**src/rtl/cycle_sequencer.sv**
```systemverilog
// Eight-subcycle instruction timing generator (A1..X3) with halt/step run control and retired-instruction count.
// Optional breakpoint compare enabled by defining CYCLE_SEQUENCER_BREAKPOINT_EN.
module cycle_sequencer #(
   parameter int unsigned COUNT_WIDTH        = 32,
   parameter int unsigned RESET_FLUSH_CYCLES = 1
) (
   input  logic                   clock,
   input  logic                   reset,
   input  logic                   halt_req,
   input  logic                   step,
`ifdef CYCLE_SEQUENCER_BREAKPOINT_EN
   input  logic                   bp_valid,
   input  logic [11:0]            bp_addr,
   input  logic [11:0]            pc,
   output logic                   bp_hit,
`endif
   output logic                   advance,
   output logic [7:0]             phase,
   output logic [2:0]             phase_idx,
   output logic                   sync,
   output logic                   halted,
   output logic                   flushing,
   output logic [COUNT_WIDTH-1:0] instr_count
);

   localparam int unsigned FLUSH_W = (RESET_FLUSH_CYCLES > 1) ? $clog2(RESET_FLUSH_CYCLES) : 1;
   localparam logic [FLUSH_W-1:0] FLUSH_LAST = FLUSH_W'(RESET_FLUSH_CYCLES - 1);

   typedef enum logic [2:0] {
      S_FLUSH,
      S_RUN,
      S_DRAIN,
      S_HALTED,
      S_STEP
   } state_e;

   state_e                 state_q, state_d;
   logic [2:0]             idx_q, idx_d;
   logic [FLUSH_W-1:0]     flush_cnt_q, flush_cnt_d;
   logic [COUNT_WIDTH-1:0] count_q, count_d;
   logic                   advance_c;
   logic                   at_x3_c;
   logic                   bp_match_c;
   logic                   bp_hold_c;

`ifdef CYCLE_SEQUENCER_BREAKPOINT_EN
   logic bp_hit_q, bp_hit_d;
   assign bp_match_c = bp_valid && (pc == bp_addr);
   // A breakpoint keeps the sequencer parked until a step moves it off.
   assign bp_hold_c  = bp_hit_q;
   assign bp_hit     = bp_hit_q;
`else
   assign bp_match_c = 1'b0;
   assign bp_hold_c  = 1'b0;
`endif

   always_ff @(posedge clock) begin
      if (!reset) begin
         state_q     <= S_FLUSH;
         idx_q       <= 3'd0;
         flush_cnt_q <= '0;
         count_q     <= '0;
`ifdef CYCLE_SEQUENCER_BREAKPOINT_EN
         bp_hit_q    <= 1'b0;
`endif
      end else begin
         state_q     <= state_d;
         idx_q       <= idx_d;
         flush_cnt_q <= flush_cnt_d;
         count_q     <= count_d;
`ifdef CYCLE_SEQUENCER_BREAKPOINT_EN
         bp_hit_q    <= bp_hit_d;
`endif
      end
   end

   always_comb begin
      state_d     = state_q;
      idx_d       = idx_q;
      flush_cnt_d = flush_cnt_q;
      count_d     = count_q;
`ifdef CYCLE_SEQUENCER_BREAKPOINT_EN
      bp_hit_d    = bp_hit_q;
`endif
      advance_c   = (state_q != S_HALTED);
      at_x3_c     = (idx_q == 3'd7);

      if (advance_c) begin
         idx_d = idx_q + 3'd1;
      end

      case (state_q)
         S_FLUSH: begin
            if (at_x3_c) begin
               if (flush_cnt_q == FLUSH_LAST) begin
                  flush_cnt_d = '0;
                  state_d     = halt_req ? S_HALTED : S_RUN;
               end else begin
                  flush_cnt_d = flush_cnt_q + FLUSH_W'(1);
               end
            end
         end
         S_RUN, S_DRAIN: begin
            if (at_x3_c) begin
               count_d = count_q + COUNT_WIDTH'(1);
               state_d = (halt_req || bp_match_c) ? S_HALTED : S_RUN;
`ifdef CYCLE_SEQUENCER_BREAKPOINT_EN
               if (bp_match_c) bp_hit_d = 1'b1;
`endif
            end else begin
               state_d = halt_req ? S_DRAIN : S_RUN;
            end
         end
         S_HALTED: begin
            idx_d = 3'd0;
            if (step) begin
               state_d = S_STEP;
            end else if (!halt_req && !bp_hold_c) begin
               state_d = S_RUN;
            end
         end
         S_STEP: begin
            if (at_x3_c) begin
               count_d = count_q + COUNT_WIDTH'(1);
               state_d = halt_req ? S_HALTED : S_RUN;
            end
         end
         default: begin
            state_d = S_FLUSH;
            idx_d   = 3'd0;
         end
      endcase

`ifdef CYCLE_SEQUENCER_BREAKPOINT_EN
      if ((state_q == S_HALTED) && (state_d != S_HALTED)) bp_hit_d = 1'b0;
`endif
   end

   // Outputs are pure decodes of the state flops.
   assign advance     = advance_c;
   assign phase       = advance_c ? (8'h01 << idx_q) : 8'h00;
   assign phase_idx   = idx_q;
   assign sync        = advance_c && at_x3_c;
   assign halted      = (state_q == S_HALTED);
   assign flushing    = (state_q == S_FLUSH);
   assign instr_count = count_q;

endmodule
```
**config.mk**
```make
export PLATFORM = sky130hd
export DESIGN_NAME = cycle_sequencer
export DESIGN_NICKNAME = d
export VERILOG_FILES = /design/src/rtl/cycle_sequencer.sv
export SDC_FILE = /design/constraint.sdc
export NUM_CORES = 1
export LEC_CHECK = 0
export ABC_AREA = 1
export ABC_CLOCK_PERIOD_IN_PS = 4390
export BUFFER_PORTS_ARGS = -buffer_cell sky130_fd_sc_hd__buf_2
export CORE_ASPECT_RATIO = 0.6
export CORE_MARGIN = 2
export CORE_UTILIZATION = 31
export DETAILED_ROUTE_END_ITERATION = 16
export SETUP_SLACK_MARGIN = 0.05
export SYNTH_ARGS = -nofsm -noshare
export SYNTH_HDL_FRONTEND = slang
export SYNTH_SLANG_ARGS = --single-unit
```
**constraint.sdc**
```tcl
create_clock -name clock -period 4.39 [get_ports clock]
set_clock_uncertainty 0.1 [all_clocks]
set_input_delay 1.0975 -clock clock [delete_from_list [all_inputs] [get_ports clock]]
set_output_delay 1.0975 -clock clock [all_outputs]
set_load 0.05 [all_outputs]
```
**Word level (Yosys, flattened, before mapping)**

Cells that the tools add are included.

- Equal/unequal tests: 10
- Magnitude comparators: 0
- Shift-type cells: 1
- Add/sub/neg operators: 3
- Bitwise logic cells: 0
- Div/mod/pow operators: 0
- Multipliers: 0
- Reductions and logical operators: 9
- Mux-type cells: 11

Operators by type and width:

| kind | number |
|---|---|
| $add 32x1->32 const B | 1 |
| $mux 3 | 5 |
| $pmux 3 s4 | 1 |
| $mux 8 | 1 |
| $shl 1x3->8 const A | 1 |
| $eq 3x2->1 const B | 2 |
| $eq 3x3->1 const B | 2 |
| $mux 2 | 3 |
| $reduce_and 2->1 | 3 |
| $ne 2x2->1 const B | 2 |
| $reduce_and 4->1 | 1 |
| $reduce_or 4->1 | 1 |
| $add 3x1->3 const B | 1 |
| $eq 3x1->1 const B | 1 |
| $logic_not 3->1 | 1 |
| $ne 3x2->1 const B | 1 |
| $ne 3x3->1 const B | 1 |
| $reduce_or 3->1 | 1 |
| $ne 2x1->1 const B | 1 |
| $reduce_or 2->1 | 1 |
| $add 1x1->1 const B | 1 |
| $logic_and 1x1->1 | 1 |
| $mux 1 | 1 |

- Word-level logic and storage cells: 38
- Bits of input ports: 4
- Memories kept: 0
- Latch bits: 0
- Bits in read-only memories: 0
- Bits in writable memories: 0
- Register bits: 39
- Output and inout bits: 47

**Longest topological paths before layout**

- Word-level depth: 4
- Mapped depth: 10
- Gate-level depth less buffers: 10

**Worst setup path before layout**

OpenSTA, ideal clock, no wires.

- Kind: reg-to-output
- From: register idx_q[0], in the netlist phase_idx[0]
- To: output phase[7]
- Path buffers: 1
- Arrival time: 2.285 ns
- Path slack: 0.907 ns
- Cell stages (with the launch flop): 6
- Cells stage by stage: dfxtp_1 -> ha_1 -> ha_1 -> inv_1 -> nor2_1 -> buf_4

- Word-level cells in the longest chain between the ends: 2

RTL lines:

| item | line | RTL |
|---|---|---|
| start: declaration | 38 | `logic [2:0] idx_q, idx_d;` |
| start signal: assignment | 68 | `idx_q <= idx_d;` |
| $shl 1x3->8 | 141 | `assign phase = advance_c ? (8'h01 << idx_q) : 8'h00;` |
| $mux 8 | 141 |  |
| end: declaration | 18 | `output logic [7:0] phase,` |

Every way passes these cells.

**Final worst setup path**

- From: register state_q[1]
- To: output advance

- Word-level cells in the longest chain between the ends: 1

RTL lines:

| item | line | RTL |
|---|---|---|
| start: declaration | 37 | `state_e state_q, state_d;` |
| start signal: assignment | 67 | `state_q <= state_d;` |
| $ne 3x2->1 | 85 | `advance_c = (state_q != S_HALTED);` |
| end: declaration | 17 | `output logic advance,` |

Every way passes these cells.

==> summary.txt <==
status - completed
nets - 409
count of final hold-check violations - 0
worst r2r src - phase_idx[0]
Worst Max-Slew Pin Slew - 853.7 ps
clock tree sinks - 38
leakage - 1.250 nW
Worst path slowest cell - nor2_1
n_diodes - 0
Synthesized Nets - 358
fillcell total - 777
grt ovf - 0
Int Pwr - 581.2 uW
Combinational Power Share - 12.3%
Max clock buf depth - 2
port buffer count - 50
CP Launch Type - flip-flop
Buf+Inv Stages, Crit Path - 2
top cells by area in the synthesized netlist - dfxtp_1, nand2_1, nor2_1
Synth top area share - 33.04%
pin count of the biggest net entering global routing - 24
Switching Share - 26.41%
DP Wirelength - 4.453 mm
TritonCTS clock tree - done
final setup fails - 0
beginning of the critical path - state_q[1]
core area - 0.007237 mm2
number of synthesized flops with an enable pin - 0
CP max FO - 15
fin worst setup slack - 1205 ps
worst hold path type - flip-flop to flip-flop
Worst Path Required - 3190 ps
sum of negative setup slack - 0 ps
post-route cell area - 0.002780 mm2
max cap viols - 0
pre-CTS setup slack - 1495 ps
P per Cell Area - 284.1 mW/mm2
sequential share of power - 45.1%
Top Family by Delay on Critical Path - simple AND/OR/NAND/NOR gates
# DRC - 0
TritonRoute pass-1 iters - 4
layout cells sized above 1 - 19.35%
remaining antenna violation count after routing - 0
first-pass GRT wire length - 9.446 mm
ratio of final minimum period to clock period - 72.55%
Min Clock Period, post-route - 3185 ps
stages on the worst setup path - 4
initial antenna violation count - 0
Hold Crit Depth - 1
synth unique cells - 35
most frequent cells after synthesis - nand2_1, nor2_1, inv_1, dfxtp_1, nand3_1
via count - 2239
Initial DRC Count - 145
Die Wd - 115.3 um
Ports - 51
die area - 0.008154 mm2
count leader, synth - nand2_1
Synth async-reset ratio - 0%
Synth Cell Area - 0.002302 mm2
reg2reg end - instr_count[12]
area growth from synthesis to layout - 20.76%
Initial Util - 31.81%
Ys Warns - 0
Root Driver - clkbuf_16
CP endpoint kind - primary output
Seq/Total Area, Yosys - 33.04%
total clock buffers created by CTS - 5
Clock power frac - 42.7%
total routing usage reported by global routing - 14.51%
Slew headroom - 42.87%
RSZ-0062 raised after global routing - no
WL/cell - 11.29 um
CTS-repair resized insts - 0
vias per cell - 4.460
max incr delay on CP - 670 ps
std cell rows - 24
CTS H-Tree Depth - 2
Worst Reg-to-Reg Cells - 9
Worst-Skew Late Latency - 270 ps
P_sw - 208.6 uW
Die Y - 70.75 um
worst vdd ir - 129.7 uV
WP data arrival - 1990 ps
Reg clk slew, reported paths - 50 ps
post-synthesis instance total - 347
Mean Syn Cell Area - 6.635 um2
Slew Viols, Final - 0
Post-CTS Setup Repair Bufs - 0
DP Area - 0.002648 mm2
critical path, cell by cell - nand2_1, nor2_1, inv_1, buf_2
R2R Setup Slk - 2300 ps
post-synth top area cell - dfxtp_1
maximum clock rate - 314.0 MHz
#FFs+latches synth - 38
number of global-route vias before repair - 1940
final wirelength - 5.667 mm
Main synth FF type - dfxtp_1
Setup Crit Path Kind - flip-flop to primary output
Hold Buf Count CTS - 0
gpl congestion - 0.8392
worst setup path end - advance
per-layer routing:
| layer | share of wire, % | up-vias | track usage (%) |
|---|---|---|---|
| li1 | - | 1196 | - |
| met4 | 0.94 | 0 | 3.481 |
| met2 | 39 | 57 | 19.74 |
| met1 | 54 | 982 | 23.00 |
| met3 | 6.5 | 4 | 2.913 |
| met5 | 0 | - | 0 |
power groups by stage:
stage	Sequential (mW)	Clock [mW]	Combinational (mW)
3_3_place_gp	0.363	0	0.0972
3_5_place_dp	0.364	0	0.0965
5_1_grt	0.357	0.356	0.105
2_1_floorplan	0.371	0	0.0699
4_1_cts	0.356	0.343	0.0967
6_report	0.356	0.337	0.0969
area by class of cell:
type                    count  area, um2  area share, %
clock buffers               7      132.6          4.770
inverters                  53      198.9          7.156
multi-input cells         250       1308          47.03
flip-flops and latches     38      760.7          27.36
well taps                 104      130.1          4.680
repair buffers             50      250.2          9.001
state kept, by name (all words and copies together) (netlist names):
signal,cells
state_q,3
instr_count,32
phase_idx,3
stage by stage:
step	hold slack, ps	total power, mW	utilization, %	instances
6_report	377.5	0.7898	38.42	502
5_1_grt	397.2	0.8181	38.42	502
4_1_cts	379.8	0.7957	38.42	502
3_5_place_dp	371.9	0.4600	36.58	495
3_3_place_gp	364.3	0.4604	36.58	495
2_1_floorplan	438.3	0.4406	-	347
cells in the final DEF, fill, tap and decap left out, types with 2 or more instances in the layout:
| master | count |
|---|---|
| buf_2 | 50 |
| xor2_1 | 5 |
| xnor2_1 | 2 |
| nand4_1 | 4 |
| a21oi_1 | 14 |
| dfxtp_1 | 38 |
| o21ai_1 | 2 |
| nor2_8 | 2 |
| o21bai_1 | 2 |
| nor2_1 | 58 |
| nor3_1 | 11 |
| inv_1 | 52 |
| nor2_4 | 5 |
| clkbuf_16 | 5 |
| ha_1 | 7 |
| nand3_1 | 31 |
| clkbuf_1 | 2 |
| nor2_2 | 5 |
| nand2_1 | 72 |
| o21ai_0 | 12 |
| nand2_2 | 5 |
| nand3b_1 | 2 |
| nand2_4 | 2 |
cells by family after synthesis:
family	after synthesis	share of synthesized area, %
xor gates and xnor gates	7	2.663
adders and majority gates	7	3.804
DFF	38	33.04
and+or+nand+nor	201	41.58
buffers and inverters	59	10.16
AOI/OAI and AO/OA	35	8.751
worst reg2reg max path, cell delays in order (launching register included):
cell,delay [ps]
dfxtp_1,400
ha_1,210
ha_1,290
nand2_2,130
nor2_8,290
nand3_1,210
nor2_1,190
nand2_1,70
nand2_1,60
nor2_1,40
how the worst min path moves through the flow:
stage	start	to
2_1_floorplan	state_q[2]	state_q[2]
6_report	instr_count[23]	instr_count[23]
3_3_place_gp	instr_count[23]	instr_count[23]
4_1_cts	instr_count[23]	instr_count[23]
5_1_grt	instr_count[23]	instr_count[23]
3_5_place_dp	instr_count[23]	instr_count[23]
(Power assumes the default switching activity.)
